`config.mk`:
```
export PLATFORM = sky130hd
export DESIGN_NAME = serial_converter
export DESIGN_NICKNAME = d
export VERILOG_FILES = /design/src/rtl/serial_converter.sv
export SDC_FILE = /design/constraint.sdc
export NUM_CORES = 2
export LEC_CHECK = 0
export ABC_CLOCK_PERIOD_IN_PS = 55800
export BUFFER_PORTS_ARGS = -buffer_cell sky130_fd_sc_hd__buf_2
export CORE_AREA = 4 4 546 548
export CTS_BUF_LIST = sky130_fd_sc_hd__clkbuf_4 sky130_fd_sc_hd__clkbuf_8 sky130_fd_sc_hd__clkbuf_16
export DETAILED_ROUTE_END_ITERATION = 8
export DIE_AREA = 0 0 550 552
export HOLD_SLACK_MARGIN = 0.03
export PLACE_DENSITY = 0.58
export SLEW_MARGIN = 20
export SYNTH_ARGS = -nofsm -noshare
export SYNTH_HDL_FRONTEND = slang
export SYNTH_SLANG_ARGS = --single-unit
```
`constraint.sdc`:
```
create_clock -name i_clock -period 55.8 [get_ports i_clock]
set_input_delay 2.79 -clock i_clock [delete_from_list [all_inputs] [get_ports i_clock]]
set_output_delay 2.79 -clock i_clock [all_outputs]
set_load 0.01 [all_outputs]
```
`src/rtl/serial_converter.sv`:
```
// serial_converter: re-serialises one parallel set of N_LANES coded blocks into a block stream, lane 0 first
module serial_converter #(
  parameter int LEN_CODED_BLOCK = 66,
  parameter int N_LANES = 20,
  localparam int CW = $clog2(N_LANES),
  localparam int SW = N_LANES * LEN_CODED_BLOCK
) (
  input  logic                       i_clock,
  input  logic                       i_reset,
  input  logic                       i_valid,
  input  logic [SW-1:0]              i_lanes,
  input  logic                       i_enable,
  output logic                       o_ready,
  output logic [LEN_CODED_BLOCK-1:0] o_block,
  output logic                       o_valid,
  output logic [CW-1:0]              o_lane_idx,
  output logic                       o_sof,
  output logic                       o_overflow
);
  localparam logic [CW-1:0] LAST = CW'(N_LANES - 1);
  logic [SW-1:0] act_q, act_d, pend_q, pend_d;
  logic act_full_q, act_full_d, pend_full_q, pend_full_d;
  logic [CW-1:0] cnt_q, cnt_d, idx_q, idx_d;
  logic [LEN_CODED_BLOCK-1:0] blk_q, blk_d;
  logic vld_q, vld_d, sof_q, sof_d, ovf_q, ovf_d;
  logic emit, last, load, to_act;
  // A new set goes straight to active whenever active is (or is about to be) free; pending is promoted first
  always_comb begin
    emit        = act_full_q && i_enable;
    last        = emit && cnt_q == LAST;
    load        = i_valid && !pend_full_q;
    to_act      = load && (!act_full_q || (last && !pend_full_q));
    act_d       = to_act ? i_lanes : (last && pend_full_q) ? pend_q : act_q;
    pend_d      = (load && !to_act) ? i_lanes : pend_q;
    act_full_d  = to_act || (act_full_q && !(last && !pend_full_q));
    pend_full_d = (load && !to_act) || (pend_full_q && !last);
    cnt_d       = !emit ? cnt_q : last ? '0 : cnt_q + 1'b1;
    blk_d       = emit ? act_q[int'(cnt_q) * LEN_CODED_BLOCK +: LEN_CODED_BLOCK] : blk_q;
    idx_d       = emit ? cnt_q : idx_q;
    sof_d       = emit ? (cnt_q == '0) : sof_q;
    vld_d       = emit;
    ovf_d       = ovf_q || (i_valid && pend_full_q);
  end
  always_ff @(posedge i_clock) begin
    if (!i_reset) begin
      act_full_q  <= 1'b0;
      pend_full_q <= 1'b0;
      cnt_q       <= '0;
      blk_q       <= '0;
      idx_q       <= '0;
      sof_q       <= 1'b0;
      vld_q       <= 1'b0;
      ovf_q       <= 1'b0;
    end else begin
      act_full_q  <= act_full_d;
      pend_full_q <= pend_full_d;
      cnt_q       <= cnt_d;
      blk_q       <= blk_d;
      idx_q       <= idx_d;
      sof_q       <= sof_d;
      vld_q       <= vld_d;
      ovf_q       <= ovf_d;
    end
  end
  // Buffer contents are only meaningful under their full flags, so they carry no reset
  always_ff @(posedge i_clock) begin
    act_q  <= act_d;
    pend_q <= pend_d;
  end
  assign o_ready    = !pend_full_q;
  assign o_block    = blk_q;
  assign o_valid    = vld_q;
  assign o_lane_idx = idx_q;
  assign o_sof      = sof_q;
  assign o_overflow = ovf_q;
endmodule

```
---- Word-level counts from Yosys, hierarchy flattened ----
Index checks and enable logic that the tools add are counted.
operators by class
  add/subtract/negate cells ............... 1
  $mul .................................... 1
  eq/ne operators ......................... 1
  shift operators ......................... 1
  muxes and demuxes ....................... 3
  reductions and logical operators ........ 21
operators with widths
  kind                                                count
  2-to-1 mux 1320 bit                                 2
  indexed part select 1320 x 13 -> 66 bit             1
  multiplier 5 x 6 -> 11 bit (second input constant)  1
  logical AND 1 bit                                   10
  adder 5 x 1 -> 5 bit (second input constant)        1
  equality test 5 bit (second input constant)         1
  zero test 1 bit                                     5
  zero test 5 bit                                     1
  2-to-1 mux 5 bit                                    1
  logical OR 1 bit                                    4
  nonzero test 2 bit                                  1
storage, ports and cells
  register bits after elaboration ......... 2,721

---- Depth between registers and ports, before layout ----
  depth after elaboration ................. 8
  mapped depth ............................ 10
  depth with buffers taken out ............ 6

---- Least setup slack after synthesis ----
No wires, ideal clock.
  path type ............................... input port to flip-flop
  start point ............................. input port i_valid
  end point ............................... register pend_q[0] (enable)
  library setup time ...................... 3.044 ns
  arrival time ............................ 57.461 ns
  required time ........................... 52.756 ns
  path slack .............................. -4.705 ns
  stages .................................. 2
  buffers on the path ..................... 0
  cell sequence ........................... nand2_1 > nor2_1
on the way
  word-level cells in the longest chain between the ends .. 4
RTL lines
  what                  RTL line  RTL
  start, declared       10        input logic i_valid,
  logical AND 1 bit *   31        load = i_valid && !pend_full_q;
  logical AND 1 bit     32        to_act = load && (!act_full_q || (last && !pend_full_q));
  zero test 1 bit       34        pend_d = (load && !to_act) ? i_lanes : pend_q;
  logical AND 1 bit *   34
  end signal, assigned  68        pend_q <= pend_d;
  end, declared         21        logic [SW-1:0] act_q, act_d, pend_q, pend_d;
Mark *: on every way between the ends. The rest lies on a longest branch, timed or not.
A chain may end at the register's enable or synchronous reset.

---- Worst setup path in the final report ----
  start point ............................. input port i_enable
  end point ............................... register act_q[559], data pin
on the way
  word-level cells in the longest chain between the ends .. 6
RTL lines
  what                  RTL line  RTL
  start, declared       12        input logic i_enable,
  logical AND 1 bit     29        emit = act_full_q && i_enable;
  logical AND 1 bit     30        last = emit && cnt_q == LAST;
  logical AND 1 bit     32
  logical OR 1 bit      32
  logical AND 1 bit     32
  2-to-1 mux 1320 bit   33        act_d = to_act ? i_lanes : (last && pend_full_q) ? pend_q : act_q;
  via act_d[559]        21
  end signal, assigned  67        act_q <= act_d;
  end, declared         21
The timed path passes the listed nets, and every way through them passes these cells.

==> results.cfg <==
[power]
power_frac_seq_pct = 50.9
netSwitchingFraction_pct = 22.53
clkPwrFrac_pct = 41.5
power_frac_comb_pct = 7.6
p_per_area_mw_per_mm2 = 36.91
overall_power_mw = 4.776
internal-power_mw = 3.700
max-vdd-ir-drop_mv = 0.03102
power_switching_mw = 1.076
static-leakage-power_nw = 43.86

[sta]
timing.slew.headroom_pct = 27.40
post_route_clock_period_utilization_pct = 16.80
achievable-frequency_ghz = 0.1067
setup_total_negative_slack_ns = 0
period_needed_ns = 9.372
rsz0062_at_grt = no
timing_hold_violations_final = 0
worstMarginPinSlew_ns = 1.089
max_slew_vio_count = 0
final.setup_skew_ns = 0.04852
setup_viol_count_final = 0

[synth]
synth_flop_cell = sky130_fd_sc_hd__edfxtp_1
syn_avg_cell_area_um2 = 19.09
syn-instance-count = 5688
synth.yosys.warnings = 0
synthesis.nets = 7014
yosys.cell_types.count = 38
synth_enable_flop_cells = 2640
async_flop_share_pct = 0
syn_area_mm2 = 0.1086
ys_seq_elements = 2721
synth.yosys.seq_area_share_pct = 74.50

[cells_and_area]
seqCellArea_mm2 = 0.08091
layout.cells.most_common_list = sky130_fd_sc_hd__edfxtp_1, sky130_fd_sc_hd__buf_2, sky130_fd_sc_hd__mux2_2
layout.core_utilization_pct = 44.15
finalNetCount = 8486
final_layout_size_suffix_gt1_share_pct = 44.77
area_used_by_multi_input_combinational_logic_mm2 = 0.02571
filler_cell_count = 25968
flow.area_growth_from_synthesis_pct = 19.16
mostFrequentLayoutCell = sky130_fd_sc_hd__edfxtp_1

[global_route]
grt_start_max_net_pins = 163
globalRoute.busiestLayer = met2
grt_overflow_total = 0
first_global_vias = 60624
met3_usage_pct = 7.301
initial_antenna_violation_count = 372
met2_usage_pct = 37.70
grt_pass1_wl_um = 471300
global_route.usage.met1_pct = 25.55
track_usage_pct = 21.77

[drt]
vias = 59615
detailedRoute.firstPassIterationCount = 5
drtIter0Drc = 5496
wl_um = 343900
route.detailed.drc = 0
drt.antenna.violating_nets = 0
route.detailed.wl_per_inst_um = 30.06
route.detailed.vias_per_inst = 5.210

[setup_path]
regToRegEndpoint = act_q[559]
r2r_cells = 11
start_kind = primary input
worstReg2RegStart = cnt_q[4]
setup.worst_path.end_class = flop
worst-setup-path-type = in -> reg
crit_path_max_fanout = 126
cp_data_arrival_time_ns = 10.00
worst-r2r-setup-slack_ns = 47.64
cp.required_ns = 56.43

[floorplanning]
die_y_um = 552
placementRows = 199
fp.dieArea_mm2 = 0.3036
design.portCount = 1399
initial_utilization_pct = 37.05
coreArea_mm2 = 0.2931
die_w_um = 550

[placed_design]
globalplace.congestion = 0.8279
port_buffers = 1398
place_hpwl_um = 243200

[cts]
htree_levels = 5
cts_setup_buffers = 0
cts.repair.resized = 0
cts_num_sinks = 2721
clk_pin_slew_ns = 0.06
clockRootBuffer = sky130_fd_sc_hd__clkbuf_16
cts-buffers-inserted = 301
ctsLongestPathBuffers = 4
postCtsHoldBufs = 0
cts_tree = done
worstSkewPairLatency_ns = 0.90

[run]
max-cap-violations = 0

[hold_path]
hold_depth = 2
worst_hold_path.endpoint = o_lane_idx[3]
min-delay-path-class = reg -> reg
start_point_of_the_worst_min_delay_path = o_lane_idx[3]

[run_status]
status = finished, final reports clean
-- worst max-delay path, stage by stage --
cell,delay (ns)
sky130_fd_sc_hd__buf_2,0.21
sky130_fd_sc_hd__nand2_1,0.08
sky130_fd_sc_hd__o21ai_1,0.31
sky130_fd_sc_hd__nor2b_4,0.21
sky130_fd_sc_hd__buf_4,0.73
sky130_fd_sc_hd__buf_4,0.82
sky130_fd_sc_hd__buf_4,0.91
sky130_fd_sc_hd__buf_12,0.53
sky130_fd_sc_hd__buf_4,0.74
sky130_fd_sc_hd__buf_4,0.80
sky130_fd_sc_hd__buf_4,0.89
sky130_fd_sc_hd__mux2_2,0.43
-- synth_stat cells (67+ instances only) --
master,number,share of area [%]
sky130_fd_sc_hd__dfxtp_1,81,1.5
sky130_fd_sc_hd__nor2_1,69,0.24
sky130_fd_sc_hd__edfxtp_1,2640,73
sky130_fd_sc_hd__nand3_1,67,0.31
sky130_fd_sc_hd__o21ai_0,70,0.32
sky130_fd_sc_hd__o22ai_1,133,0.77
sky130_fd_sc_hd__a21oi_1,135,0.62
sky130_fd_sc_hd__buf_6,73,0.76
sky130_fd_sc_hd__clkbuf_1,120,0.41
sky130_fd_sc_hd__mux2_1,70,0.73
sky130_fd_sc_hd__mux2i_1,528,4.9
sky130_fd_sc_hd__mux2_2,1250,13
sky130_fd_sc_hd__nand2_1,83,0.29
-- sequential cells by signal (all words and copies together) (netlist names) --
register and cells:
act_full_q 1, act_q 1320, cnt_q 5, o_block 66, o_lane_idx 5, o_overflow 1, o_sof 1, o_valid 1
pend_full_q 1, pend_q 1320
-- cell families (layout without fill, tap and decap cells) --
| group | after synthesis | count (layout) | synth area share (%) |
|---|---|---|---|
| AOI/OAI and AO/OA | 480 | 480 | 2.614 |
| xor gates and xnor gates | 1 | 1 | 0.008067 |
| adders and majority gates | 2 | 2 | 0.02304 |
| buffers and inverters | 325 | 2034 | 1.927 |
| DFF | 2721 | 2721 | 74.50 |
| muxes | 1914 | 1914 | 19.92 |
| other | 0 | 126 | 0 |
| and+or+nand+nor | 245 | 245 | 1.005 |
-- routing by layer --
metal	routed length, µm	part of all wire [%]
met1	127200	37
met2	171700	50
met3	32020	9.3
met4	11490	3.3
met5	1442	0.42
-- layout make-up --
cell class	instances	share of cell area [%]
multi-input combinational	2642	19.87
clock inverter	141	1.056
timing repair buffer	1490	6.004
clock buffer	399	6.505
antenna	126	0.2437
inverter	4	0.01160
sequential	2721	62.52
tap	3919	3.789
-- how the worst max path moves through the flow --
stage / start / to / slack (ns) / cells after the start
after CTS: i_enable / act_q[559] / 46.46 / 12
after detailed placement: i_enable / act_q[559] / 45.49 / 12
after global routing: i_enable / act_q[100] / 46.10 / 12
final: i_enable / act_q[559] / 46.43 / 12
after global placement: i_enable / act_q[97] / 45.44 / 12
after floorplan: i_valid / pend_q[0] / 17.72 / 2
-- power groups by stage --
stage	sequential [mW]	clock, mW	combinational (mW)
floorplan	2.61	0	0.220
global placement	2.47	0	0.362
detailed placement	2.47	0	0.369
CTS	2.43	2.03	0.372
global route	2.44	2.11	0.391
finish	2.43	1.98	0.363
-- metrics by stage --
step / instance area (µm²) / instances / setup WS [ns] / hold slack [ns]
2_1_floorplan: 108600 / 5688 / 17.72 / 0.4876
3_3_place_gp: 119300 / 10776 / 45.44 / 0.4493
3_5_place_dp: 119300 / 10776 / 45.49 / 0.4577
4_1_cts: 129100 / 11316 / 46.46 / 0.4658
5_1_grt: 129200 / 11351 / 46.10 / 0.5027
6_report: 129400 / 11442 / 46.43 / 0.4647
No activity file was read; power rests on OpenSTA's default activity.
